## config.mk

```make
export PLATFORM = sky130hd
export DESIGN_NAME = dmem_loader
export DESIGN_NICKNAME = d
export VERILOG_FILES = /design/src/rtl/dmem_loader.sv
export SDC_FILE = /design/constraint.sdc
export NUM_CORES = 1
export LEC_CHECK = 0
export BUFFER_PORTS_ARGS = -buffer_cell sky130_fd_sc_hd__buf_2
export CORE_ASPECT_RATIO = 1.1
export CORE_MARGIN = 5
export CORE_UTILIZATION = 50
export CTS_CLUSTER_DIAMETER = 30
export DETAILED_ROUTE_END_ITERATION = 10
export GPL_ROUTABILITY_DRIVEN = 0
export PLACE_DENSITY = 0.87
export REMOVE_ABC_BUFFERS = 1
export SETUP_SLACK_MARGIN = 0.05
export SYNTH_ARGS = -nofsm -noshare
export SYNTH_HDL_FRONTEND = slang
export SYNTH_SLANG_ARGS = --single-unit
export TNS_END_PERCENT = 30
```

## constraint.sdc

```tcl
create_clock -name clk -period 2.66 [get_ports clk]
set_clock_uncertainty 0.1 [all_clocks]
set_input_delay 0.532 -clock clk [delete_from_list [all_inputs] [get_ports clk]]
set_output_delay 0.532 -clock clk [all_outputs]
set_load 0.01 [all_outputs]
```

## src/rtl/dmem_loader.sv

```systemverilog
`default_nettype none
// ============================================================================
// Module      : dmem_loader
// Description : Collects a byte stream and writes it into data memory as
//               big-endian 32-bit words, starting at a captured base address
//               for a captured number of words. Supports abort and an
//               immediate completion for zero-length loads.
// Revision    : 1.0 - initial release
// ============================================================================
module dmem_loader #(
    parameter int DATA_W = 32,
    parameter int ADDR_W = 16
) (
    input  logic              clk,
    input  logic              rst,
    input  logic              start,
    input  logic [ADDR_W-1:0] base_addr,
    input  logic [ADDR_W-1:0] word_cnt,
    input  logic              abort,
    input  logic              in_valid,
    input  logic [7:0]        in_data,
    output logic              in_ready,
    output logic [ADDR_W-1:0] mem_a,
    output logic [DATA_W-1:0] mem_wd,
    output logic              mem_we,
    output logic              busy,
    output logic              done
);

    localparam logic [ADDR_W-1:0] c_one = ADDR_W'(1);

    typedef enum logic [1:0] {
        S_IDLE    = 2'd0,
        S_COLLECT = 2'd1,
        S_WRITE   = 2'd2,
        S_DONE    = 2'd3
    } state_t;

    state_t              r_state;
    logic                r_ready;
    logic                r_we;
    logic                r_busy;
    logic                r_done;
    logic [ADDR_W-1:0]   r_addr;
    logic [ADDR_W-1:0]   r_cnt;
    logic [ADDR_W-1:0]   r_idx;
    logic [1:0]          r_bytes;
    logic [DATA_W-1:0]   r_shift;

    // Abort must win over a handshake or a write in the same cycle, so the
    // registered strobes are masked by it combinationally.
    assign in_ready = r_ready & ~abort;
    assign mem_we   = r_we & ~abort;
    assign busy     = r_busy;
    assign done     = r_done;
    assign mem_a    = r_addr;
    assign mem_wd   = r_shift;

    // Load sequencer: state, counters, word assembly and registered strobes.
    always_ff @(posedge clk or posedge rst) begin
        if (rst) begin
            r_state <= S_IDLE;
            r_ready <= 1'b0;
            r_we    <= 1'b0;
            r_busy  <= 1'b0;
            r_done  <= 1'b0;
            r_addr  <= '0;
            r_cnt   <= '0;
            r_idx   <= '0;
            r_bytes <= '0;
            r_shift <= '0;
        end else begin
            r_we   <= 1'b0;
            r_done <= 1'b0;
            case (r_state)
                S_IDLE: begin
                    if (start) begin
                        if (word_cnt != '0) begin
                            r_cnt   <= word_cnt;
                            r_addr  <= base_addr;
                            r_idx   <= '0;
                            r_bytes <= '0;
                            r_shift <= '0;
                            r_ready <= 1'b1;
                            r_busy  <= 1'b1;
                            r_state <= S_COLLECT;
                        end else begin
                            r_done  <= 1'b1;
                            r_state <= S_DONE;
                        end
                    end
                end
                S_COLLECT: begin
                    if (abort) begin
                        r_ready <= 1'b0;
                        r_busy  <= 1'b0;
                        r_state <= S_IDLE;
                    end else if (in_valid) begin
                        // First byte ends up in the top lane after four shifts.
                        r_shift <= {r_shift[DATA_W-9:0], in_data};
                        if (r_bytes == 2'd3) begin
                            r_bytes <= '0;
                            r_ready <= 1'b0;
                            r_we    <= 1'b1;
                            r_state <= S_WRITE;
                        end else begin
                            r_bytes <= r_bytes + 2'd1;
                        end
                    end
                end
                S_WRITE: begin
                    if (abort) begin
                        r_busy  <= 1'b0;
                        r_state <= S_IDLE;
                    end else begin
                        r_idx  <= r_idx + c_one;
                        r_addr <= r_addr + c_one;   // wraps modulo 2^ADDR_W
                        if (r_idx == r_cnt - c_one) begin
                            r_busy  <= 1'b0;
                            r_done  <= 1'b1;
                            r_state <= S_DONE;
                        end else begin
                            r_ready <= 1'b1;
                            r_state <= S_COLLECT;
                        end
                    end
                end
                default: begin
                    r_state <= S_IDLE;
                end
            endcase
        end
    end

endmodule
`default_nettype wire

```

==> summary.txt <==
Synth
  – Compound-Gate Fraction of Synth Area: 16.2%
  – Post-synthesis mux area share: 3.94%
  – EDFF count, synth: 0
  – Seq/Total Area, Yosys: 45.7%
  – Yosys reg bits: 88
  – Synthesized-area fraction occupied by adder cells: 2.08%
  – XOR/XNOR Fraction of Synth Area: between 4 and 5%
  – Post-synthesis simple-gate area fraction: 24.1%
  – Share of flip-flops with an asynchronous set or reset: 100%
  – Synthesis Warnings: 0
  – Main synth FF type: dfrtp_1
  – Synth Instances: between 500 and 600
  – Main combinational cell family by area after synthesis: simple AND/OR/NAND/NOR gates
  – Mean Syn Cell Area: 9.01 sq um
  – Post-synthesis cell area: 4820 sq um
  – Netlist cell types: 64

Final layout
  – Final Cell Area: between 6000 and 7000 sq um
  – Fin util: 64.9%
  – ANT cells: 0
  – Layout cells sized above 1: 31.2%
  – Fin nets: slightly above 700
  – Layout area overhead: 26.6%

Status
  – Outcome: finished with violations
  – Failing checks: setup timing

Clock tree
  – CTS tree: built
  – Reg clk slew, reported paths: 0.09 ns
  – Total CTS buffers: 9
  – CTS root buf: clkbuf_8
  – Clock buffer depth: 2
  – Cts hold-fix bufs: 0
  – CTS sink count: 88
  – H-tree lvl count: 3
  – Worst skew pair latency: 0.36 ns

STA
  – Final Hold Slack: 0.138 ns
  – Final hold violations: 0
  – Worst-Margin Slew: 0.691 ns
  – Unrepaired setup endpoints after global routing: yes
  – Final period util: 103%
  – F_max: roughly 0.36 GHz
  – # setup viols final: 3
  – Slew headroom: between 50% and 60%
  – PnR worst setup slack: -0.0842 ns
  – Tmin final: 2.74 ns
  – Max-slew violations: 0

Placed design
  – Port-buffer cells: 96
  – Pre-CTS WS: -0.234 ns
  – DP Area: 5780 sq um
  – DP HPWL: 9.21 mm

Die
  – Total Die Area: 11,700 sq um
  – Core Area: 9400 sq um
  – Initial Util: 51.3%
  – # rows: 37
  – IO Pins: just under 100
  – Die height: 113 um
  – Die Wd: 104 um

Job
  – Max_cap viols: 0

Setup path
  – Startpoint Class: register
  – CP endpoint kind: register
  – Crit path max fanout: 4
  – Worst EP arrival: 2.95 ns
  – Crit Path Category: reg2reg
  – WP data required: 2.86 ns

Route
  – Drt wl/cell: 16.5 um
  – DRC viols: 0
  – Iter 0 DRT Violations: 271
  – Vias: around 4.5k
  – Total wire length: 12.9 mm
  – Antenna violation net count after detailed routing: 0
  – First-pass DRT Iterations: 6
  – Vias per inst: 5.75

GRT
  – Total track usage: 21.6%
  – GRT overflow: 0
  – Number of global-route vias before repair: 4,408
  – Largest net degree at the start of global routing: 49
  – First-pass GRT wire length: approximately 21 mm
  – Antenna violations before repair: 2

Pwr
  – Total Power: 6.46 mW
  – P_leak: ~2.8 nW
  – VDD IR max: ~0.50 mV
  – P per Cell Area: 1060 nW/um^2

Min path
  – Min-delay worst type: in2async
[synthesized netlist by cell type, drive strengths merged (3+ instances only)]
cell type / instances / area [sq um]
nor2: 29 / 109
mux2: 16 / 180
nor3b: 4 / 30.0
nand3: 27 / 135
or3: 6 / 37.5
clkbuf: 19 / 71.3
a21oi: 19 / 95.1
nand4: 6 / 43.8
xnor2: 16 / 140
nand2: 107 / 402
a21boi: 3 / 22.5
buf: 11 / 50.0
nand2b: 7 / 43.8
o31ai: 5 / 37.5
a21o: 3 / 22.5
and3: 9 / 56.3
dfrtp: 88 / 2200
o22ai: 5 / 37.5
nor3: 19 / 105
nor4b: 3 / 26.3
a221o: 3 / 30.0
o21ai: 49 / 245
nor4: 3 / 40.0
nor2b: 5 / 31.3
ha: 8 / 100
xor2: 9 / 78.8
a22oi: 5 / 37.5
or4: 5 / 37.5
inv: 12 / 45.0
[metrics by stage]
| stage | std cells | setup TNS [ns] |
|---|---|---|
| after floorplan | 505 | -49.10 |
| after global placement | 769 | -4.71 |
| after detailed placement | 769 | -6.96 |
| after CTS | 784 | -0.0395 |
| after global routing | 786 | -0.461 |
| final | 786 | -0.170 |
[registers in the layout (all words and copies together), names as in the netlist, 2 cells and up]
signal   count
mem_a       16
mem_wd      32
r_bytes      2
r_cnt       16
r_idx       16
r_state      2
[layout by cell type, fill, tap and decap left out, types with 7 or more instances in the layout]
master      n
nand2_1   106
nand3_1    26
a21oi_1    19
mux2_2     16
ha_1        7
xnor2_1    15
inv_1       9
o21ai_0    41
buf_4      45
dfrtp_1    88
xor2_1      9
nor2_1     29
clkbuf_8    9
and3_1      9
nor3_1     16
buf_2      96
o21ai_1     8
nand2b_1    7
[critical path, cell delays in order (launching register included)]
cell and delay (ns):
dfrtp_1 0.40, buf_4 0.15, or4_4 0.47, buf_4 0.19, a211oi_2 0.22, a22oi_2 0.13
a22oi_2 0.20, nand4_2 0.16, or4b_4 0.58, nand3_2 0.08
[cell type report]
type / count / area [sq um]
fillers: 726 / 3290
multi-input cells: 405 / 2550
flip-flops and latches: 88 / 2200
repair buffers: 149 / 952
well taps: 117 / 146
clock buffers: 11 / 131
clock inverters: 4 / 70.1
inverters: 12 / 46.3
[kinds of logic after synthesis]
logic type,count (synthesis)
adder cells (fa/ha/maj),8
AO/OA/AOI/OAI,117
XOR/XNOR,25
buffers and inverters,42
AND/OR/NAND/NOR,238
flip-flops,88
multiplexers,17
[power by group]
group / internal (mW) / switching, mW
registers: 1.74 / 0.451
logic: 1.44 / 1.83
clock network: 0.522 / 0.477
total: 3.70 / 2.76
[worst paths after layout]
kind                                        startpoint  slack (ns)  depth (start not counted)                endpoint
worst max-delay path              r_cnt[0]$_DFFE_PP0P_       -0.08                          9        busy$_DFFE_PP0P_
worst min-delay path                               rst        0.14                          2  mem_wd[31]$_DFFE_PP0P_
worst max register to register    r_cnt[0]$_DFFE_PP0P_       -0.08                          9        busy$_DFFE_PP0P_
worst min register to register  mem_wd[31]$_DFFE_PP0P_        0.38                          2  mem_wd[31]$_DFFE_PP0P_
max in group asynchronous                          rst        1.63                          3   r_cnt[14]$_DFFE_PP0P_
min in group clk                            in_data[3]        0.30                          3   mem_wd[3]$_DFFE_PP0P_
[what timing repair did]
item | 4_1_cts | 5_1_grt
resized for setup | 6 | 16
hold endpoints to repair | 0 | 0
buffers inserted | 0 | 2
endpoints found under the setup margin | 4 | 4
pin swaps | 6 | 7
[per-layer routing]
metal	track usage, %	wire length (um)	vias to the layer above
li1	-	-	2146
met1	25.4	5100	2162
met2	37.3	6580	168
met3	5.88	882	43
met4	8.92	371	4
met5	0	14	-
(Power assumes the default switching activity.)
